<file path="src/rtl/audio_tone_gen.sv">
// Stereo test-tone generator: phase accumulators -> waveform shaper -> volume scaler.
// Define AUDIO_TONE_GEN_DITHER_EN for LFSR-based random rounding in the scaler.
module audio_tone_gen #(
  parameter int AUDIO_WIDTH = 16,
  parameter int PHASE_WIDTH = 24
) (
  input  logic                       clk,
  input  logic                       reset,
  input  logic                       run,
  input  logic                       phase_sync,
  input  logic [PHASE_WIDTH-1:0]     freq_l,
  input  logic [PHASE_WIDTH-1:0]     freq_r,
  input  logic [1:0]                 wave_l,
  input  logic [1:0]                 wave_r,
  input  logic [7:0]                 volume,
  output logic [2*AUDIO_WIDTH-1:0]   sample_data,
  output logic                       sample_en,
  input  logic                       sample_full
);

  localparam int AW    = AUDIO_WIDTH;
  localparam int PW    = PHASE_WIDTH;
  localparam int PRODW = AW + 9;

  function automatic logic signed [AW-1:0] shape(input logic [AW-1:0] p,
                                                 input logic [1:0]    wv);
    logic [AW-1:0]        t;
    logic signed [AW-1:0] r;
    t = '0;
    r = '0;
    case (wv)
      2'd0: r = {~p[AW-1], p[AW-2:0]};
      2'd1: r = p[AW-1] ? {1'b1, {(AW-2){1'b0}}, 1'b1} : {1'b0, {(AW-1){1'b1}}};
      2'd2: begin
        t = p[AW-1] ? ~{p[AW-2:0], 1'b0} : {p[AW-2:0], 1'b0};
        r = {~t[AW-1], t[AW-2:0]};
      end
      default: r = '0;
    endcase
    return r;
  endfunction

  // Gain of vol/256 with an additive rounding offset d, floor via arithmetic shift.
  function automatic logic signed [AW-1:0] scale(input logic signed [AW-1:0] w,
                                                 input logic [7:0]           vol,
                                                 input logic [7:0]           d);
    logic signed [PRODW-1:0] prod;
    logic signed [PRODW-1:0] sum;
    prod = PRODW'(w) * PRODW'($signed({1'b0, vol}));
    sum  = prod + $signed({{(AW+1){1'b0}}, d});
    return AW'(sum >>> 8);
  endfunction

  logic                 advance;
  logic [PW-1:0]        phase_l_q, phase_l_d, phase_r_q, phase_r_d;
  logic                 vld_p0_q, vld_p0_d, vld_p1_q, vld_p1_d, vld_p2_q, vld_p2_d;
  logic [AW-1:0]        ph_l_p0_q, ph_l_p0_d, ph_r_p0_q, ph_r_p0_d;
  logic [1:0]           wv_l_p0_q, wv_l_p0_d, wv_r_p0_q, wv_r_p0_d;
  logic signed [AW-1:0] shp_l_p1_q, shp_l_p1_d, shp_r_p1_q, shp_r_p1_d;
  logic signed [AW-1:0] out_l_p2_q, out_l_p2_d, out_r_p2_q, out_r_p2_d;
  logic [7:0]           dither;

  assign advance     = ~vld_p2_q | ~sample_full;
  assign sample_en   = vld_p2_q & ~sample_full & ~reset;
  assign sample_data = {out_l_p2_q, out_r_p2_q};

`ifdef AUDIO_TONE_GEN_DITHER_EN
  logic [15:0] lfsr_q, lfsr_d;

  // The offset for a newly loaded sample already reflects this cycle's consumption.
  always_comb begin
    lfsr_d = lfsr_q;
    if (sample_en) begin
      lfsr_d = {lfsr_q[14:0], lfsr_q[15] ^ lfsr_q[13] ^ lfsr_q[12] ^ lfsr_q[10]};
    end
    dither = lfsr_d[7:0];
  end

  always_ff @(posedge clk) begin
    if (reset) begin
      lfsr_q <= 16'hACE1;
    end else begin
      lfsr_q <= lfsr_d;
    end
  end
`else
  assign dither = '0;
`endif

  always_comb begin
    phase_l_d  = phase_l_q;
    phase_r_d  = phase_r_q;
    vld_p0_d   = vld_p0_q;
    vld_p1_d   = vld_p1_q;
    vld_p2_d   = vld_p2_q;
    ph_l_p0_d  = ph_l_p0_q;
    ph_r_p0_d  = ph_r_p0_q;
    wv_l_p0_d  = wv_l_p0_q;
    wv_r_p0_d  = wv_r_p0_q;
    shp_l_p1_d = shp_l_p1_q;
    shp_r_p1_d = shp_r_p1_q;
    out_l_p2_d = out_l_p2_q;
    out_r_p2_d = out_r_p2_q;
    if (advance) begin
      // S1: phase capture and accumulate
      vld_p0_d = run;
      if (run) begin
        ph_l_p0_d = phase_l_q[PW-1 -: AW];
        ph_r_p0_d = phase_r_q[PW-1 -: AW];
        wv_l_p0_d = wave_l;
        wv_r_p0_d = wave_r;
        phase_l_d = phase_l_q + freq_l;
        phase_r_d = phase_r_q + freq_r;
      end
      // S2: waveform shaping
      vld_p1_d   = vld_p0_q;
      shp_l_p1_d = shape(ph_l_p0_q, wv_l_p0_q);
      shp_r_p1_d = shape(ph_r_p0_q, wv_r_p0_q);
      // S3: volume scaling into the output register
      vld_p2_d   = vld_p1_q;
      out_l_p2_d = scale(shp_l_p1_q, volume, dither);
      out_r_p2_d = scale(shp_r_p1_q, volume, dither);
    end
    if (phase_sync) begin
      phase_l_d = '0;
      phase_r_d = '0;
    end
  end

  always_ff @(posedge clk) begin
    if (reset) begin
      phase_l_q  <= '0;
      phase_r_q  <= '0;
      vld_p0_q   <= 1'b0;
      vld_p1_q   <= 1'b0;
      vld_p2_q   <= 1'b0;
      out_l_p2_q <= '0;
      out_r_p2_q <= '0;
    end else begin
      phase_l_q  <= phase_l_d;
      phase_r_q  <= phase_r_d;
      vld_p0_q   <= vld_p0_d;
      vld_p1_q   <= vld_p1_d;
      vld_p2_q   <= vld_p2_d;
      out_l_p2_q <= out_l_p2_d;
      out_r_p2_q <= out_r_p2_d;
    end
  end

  always_ff @(posedge clk) begin
    ph_l_p0_q  <= ph_l_p0_d;
    ph_r_p0_q  <= ph_r_p0_d;
    wv_l_p0_q  <= wv_l_p0_d;
    wv_r_p0_q  <= wv_r_p0_d;
    shp_l_p1_q <= shp_l_p1_d;
    shp_r_p1_q <= shp_r_p1_d;
  end

endmodule
</file>
<file path="config.mk">
export PLATFORM = sky130hd
export DESIGN_NAME = audio_tone_gen
export DESIGN_NICKNAME = d
export VERILOG_FILES = /design/src/rtl/audio_tone_gen.sv
export SDC_FILE = /design/constraint.sdc
export NUM_CORES = 1
export LEC_CHECK = 0
export ABC_AREA = 1
export BUFFER_PORTS_ARGS = -buffer_cell sky130_fd_sc_hd__buf_2
export CORE_AREA = 2 2 215 217
export DETAILED_ROUTE_END_ITERATION = 10
export DIE_AREA = 0 0 217 219
export HOLD_SLACK_MARGIN = 0.06
export SETUP_SLACK_MARGIN = 0.15
export SLEW_MARGIN = 20
export SYNTH_ARGS = -nofsm -noshare
export SYNTH_HDL_FRONTEND = slang
export SYNTH_SLANG_ARGS = --single-unit
export TNS_END_PERCENT = 50
</file>
<file path="constraint.sdc">
create_clock -name clk -period 8.34 [get_ports clk]
set_clock_uncertainty 0.1 [all_clocks]
set_input_delay 0.417 -clock clk [delete_from_list [all_inputs] [get_ports clk]]
set_output_delay 0.417 -clock clk [all_outputs]
set_load 0.02 [all_outputs]
</file>
* Yosys cells after proc, flatten, opt, wreduce, memory -nomap -nowiden
Index checks and enable logic that the tools add are counted.
** Storage, ports and cells
- Logic and storage cells :: 43
- Output and inout port bits :: 33
- Register bits after elaboration :: 151
- Input port bits :: 65
** Operators by class
- Multiply operators :: 2
- Equality and inequality tests :: 4
- Add/sub/neg operators :: 2
- Mux-type cells :: 6
- Bitwise operators :: 12
- Reductions and logical operators :: 4
** Operators by type and width (count)
- $pmux 16 s3 :: 2
- $mux 16 :: 4
- $add 24x24->24 :: 2
- $mul 16x9->24 :: 2
- $not 16->16 :: 2
- $not 1->1 :: 7
- $eq 2x1->1 const B :: 2
- $eq 2x2->1 const B :: 2
- $logic_not 2->1 :: 2
- $and 1x1->1 :: 2
- $reduce_and 2->1 :: 1
- $reduce_or 2->1 :: 1
- $or 1x1->1 :: 1

* Logic depth before layout (Yosys ltp)
- Word-level depth :: 4
- Depth in mapped cells :: 24

* Worst setup path before layout
Ideal clock, no wire load.
- Path kind :: input port to flip-flop
- Start :: in volume[0]
- End :: reg out_r_p2_q[15]
- Arrival :: 4433 ps
- Path buffers :: 2
- Data required time :: 8131 ps
- Setup time :: 109 ps
- Cell stages on the path :: 20
- Setup slack :: 3699 ps
- Cell sequence :: clkbuf_1 buf_1 nand2_1 fa_1 inv_1 fa_1 fa_1 inv_1 fa_1 inv_1 ha_1 a21o_1 a21boi_0 nand2_1 a21oi_1 nand2_1 nand2_1 nand3_1 nand2_1 inv_1
** On the way
- Cells in the longest elaborated chain, start to end :: 1
** Ends and longest elaborated chain
- start, declared :: RTL line 15 : input logic [7:0] volume,
- $mul 16x9->24 :: RTL line 49 : prod = PRODW'(w) * PRODW'($signed({1'b0, vol}));
- end signal, assigned :: RTL line 146 : out_r_p2_q <= out_r_p2_d;
- end, declared :: RTL line 60 : logic signed [AW-1:0] out_l_p2_q, out_l_p2_d, out_r_p2_q, out_r_p2_d;
No other way between the ends.
A chain may end at the register's enable or synchronous reset.

* Worst setup path in the final report
- Start :: in volume[0]
- End :: reg out_r_p2_q[14]
The elaborated chain is that of the path after synthesis.

==> run summary <==
The maximum achievable frequency was 0.209 GHz; the final setup violation count was 0. The data arrival time at the worst-slack endpoint is 5.07 ns, and the quantity of gates resized following cts is 0. For this block, wires on met1 add up to 20900 um. The synthesized design spends more area on one cell type than any other, namely fa_1. In the routed layout, each cell is associated on average with a via count of 4.84. For the count of final max-slew check failures, the log shows 0. Fraction of layout instances using a drive strength above 1: 0.0709. The post-synthesis average cell area is 7.05 sq um.

The mapped netlist covers 0.0184 sq mm. The run gives 3050 as the net count of the finished layout. STA classifies the critical path startpoint as a primary input.

The wire length after detailed routing was 46200 um. Synthesis handed over a netlist of 2613 instances. The run finished with clean final reports.

Across all hold checks on the routed design, the worst slack comes to 0.207 ns. In this run the cell area measured after placement is 0.0193 sq mm. From left edge to right edge, the die measures 217 um.

TritonCTS created 17 clock buffers. Max-slew headroom at the worst pin: 0.305. The cell count of the worst reg-to-reg path is 18, and the reported max-cap violation count is 0. The number of nets produced by synthesis came out at 3010.

At the pin with the least slew margin, the transition time is 1.04 ns. The first global-routing pass estimated 79100 um of wire. The run gives 4 as the number of buffers inserted by hold repair at cts.

Counting tap cells, the placed design contains a total of 3229 instances. The highest layer used for signal routing is met4. The final HPWL from detailed placement is 37600 um. For the cell row count, the log shows 78.

In this run the tool buffered the top-level ports with 97 buffer cells. The library cell used as clock root buffer is clkbuf_16. The tools report the global-route usage over all layers as 0.208. Leaving out fill and tap cells, the most frequent cell in the layout is nand2_1. The H-tree generated during clock tree synthesis spans 4 levels. After routing the design area is 0.0200 sq mm. The post-route fraction of the period consumed by the critical path works out to 0.574. The post-CTS setup repair buffer count was 0; the largest buffer count on any clock path was 2. Summed over all nets, wire length on met3 after detailed routing comes to 1750 um. The worst path needs 4.79 ns of the cycle, external delays included. Synthesis-to-layout area growth: 8.61%. The worst hold path terminates at phase_l_q[0]. Area share of the largest cell type after synthesis: 0.217.

The distinct cell type count of the synthesized netlist is 40, and the synthesized flop and latch total is 151. In the post-synthesis netlist, the biggest area contributors are fa_1 (22%), nand2_1 (14%), inv_1 (12%), edfxtp_1 (11%), dfxtp_1 (9.0%). In the layout the commonest cells are nand2_1 (668), inv_1 (607), nor2_1 (254), fa_1 (200), nand3_1 (160).

The count of endpoints failing hold in the final timing report is 0, and the number of antenna violations at the first check in global routing is 0. Fraction of synthesis flops using an asynchronous set or reset pin: 0. Kind of path behind the tightest hold check: primary input to register.

The tools report the sequential share of the synthesized area as 0.201. The routability-driven placement congestion ratio is 0.905, and the via count of the first global-routing pass is 16100. The floorplan step set the die height to 219 um. The worst setup path is of the primary input to register kind. The utilization after layout was 0.444. The tools report the origin of the worst setup path as volume[0].

Number of flops mapped to enable cells by yosys: 68. Counting the fill cells in the layout gives 4747. Total power divided by cell area: 290 mW/mm^2.

In the detailed route, the total length drawn on met2 is 22500 um. Yosys printed 0 warnings. In the final routed layout, each cell accounts on average for 14.1 um.

The region available for standard cell placement spans 0.0451 sq mm. The worst hold path was traced through 4 stages. The tools report the source of the worst hold timing path as freq_l[0]. The number of placed I/O pins came out at 98. The floorplan step defined a die boundary enclosing 0.0475 sq mm.

Along the worst path, the maximum fanout reaches 31. The DRC violation total after the first TritonRoute iteration is 799. For this run, the number of standard cells in the final layout without fillers is 3266. Setup repair after global routing left no endpoint under its margin. Counting every sink on the clock net gives 151. Across all layers, the routed design uses 15800 vias. Entering global routing, the biggest net connects 100 pins. The number of nets with antenna violations after routing came out at 0. The logs give 0.48 ns for the latest clock arrival within the worst-skew pair and 5 for the first-pass iteration count of the detailed router. Reg-to-reg critical path startpoint: shp_r_p1_q[15]. Clock-pin slew was measured on the worst setup and hold paths at 0.07 ns. In this run the critical register-to-register path is captured at out_r_p2_q[14].

The run gives 0 as the residual DRC count. For the reported leakage power, the log shows 0.0117 uW. TritonCTS built the clock tree. Adding up every negative setup slack in the final design gives 0 ns. Leading register cell type out of synthesis: dfxtp_1.

The total overflow left after global routing is 0. STA classifies the critical path endpoint as a register. For the setup slack of the worst register-to-register path, the log shows 3.55 ns. The count of inserted antenna diode cells is 0, and the starting density of the core is 0.408.

The critical path data required time is 8.62 ns. VDD sags by at most 0.205 mV.
## registers in the layout (all words and copies together), names as in the netlist
| name | cells |
|---|---|
| wv_r_p0_q | 2 |
| vld_p2_q | 1 |
| shp_r_p1_q | 16 |
| vld_p1_q | 1 |
| out_r_p2_q | 16 |
| phase_l_q | 24 |
| shp_l_p1_q | 16 |
| ph_l_p0_q | 16 |
| vld_p0_q | 1 |
| out_l_p2_q | 16 |
| ph_r_p0_q | 16 |
| wv_l_p0_q | 2 |
| phase_r_q | 24 |
## metal layers
layer  track usage  up-vias
li1              -     7935
met1         0.263     7553
met2         0.362      275
met3        0.0310       54
met4        0.0721        0
met5             0        -
## worst max-delay path, cell delays in order
cell and delay [ns]:
buf_2 0.53, nand2_1 0.26, fa_1 0.63, inv_1 0.13
fa_1 0.54, inv_1 0.06, fa_1 0.49, fa_1 0.49
inv_1 0.04, ha_1 0.34, nand2_1 0.09, inv_1 0.08
nand3_1 0.13, nor3_1 0.30, o21ai_0 0.21, nand4_1 0.13
nand3_1 0.08, nand2_1 0.07, inv_1 0.03
## cells in the mapped netlist (3+ instances only)
cell type  number
a21boi_0        3
edfxtp_1       68
and2_1          3
clkbuf_1       54
o21a_1          5
inv_2           3
xor2_1         28
or2_2          27
o21bai_1       16
clkbuf_2       21
o21ai_0        72
o211ai_1        5
fa_1          200
buf_2           5
ha_1          132
a21o_1         10
nor3_1         20
inv_1         607
a21oi_1        94
nand2_2        14
buf_1           5
nand4_1        23
nor2_1        254
xnor2_1        14
nand2_1       668
o21ai_1         3
nand3_1       160
dfxtp_1        83
## area by class of cell
class	count	area [sq um]	share of cell area
multi-input combinational	1764	12100	0.603
sequential	151	3700	0.185
inverter	610	2290	0.115
tap	600	751	0.0375
timing repair buffer	109	606	0.0303
clock buffer	17	425	0.0213
clock inverter	15	173	0.00863
## where the power goes
| part | total, uW | switching (uW) | internal [uW] |
|---|---|---|---|
| Sequential | 1010 | 108 | 902 |
| Clock | 791 | 387 | 404 |
| Combinational | 3990 | 2560 | 1430 |
## through the flow
step	setup WS, ns	total power [uW]
3_3_place_gp	3.06	5030
2_1_floorplan	3.70	3990
4_1_cts	3.51	5880
3_5_place_dp	3.02	5050
6_report	3.55	5790
5_1_grt	3.22	6530
## cells by family (layout without fill, tap and decap cells)
logic type / count (synthesis) / count (layout) / synth area share
buf+inv: 698 / 751 / 0.145
compound gates: 212 / 212 / 0.0636
fa+ha+maj: 332 / 332 / 0.307
simple gates: 1178 / 1178 / 0.264
xor+xnor: 42 / 42 / 0.0200
flops: 151 / 151 / 0.201
## how the worst max path moves through the flow
| stage | end | slack (ns) |
|---|---|---|
| floorplan | out_r_p2_q[15] | 3.70 |
| global placement | out_r_p2_q[14] | 3.06 |
| detailed placement | out_r_p2_q[14] | 3.02 |
| CTS | out_r_p2_q[14] | 3.51 |
| global route | out_r_p2_q[14] | 3.22 |
| finish | out_r_p2_q[14] | 3.55 |
(Power assumes the default switching activity.)
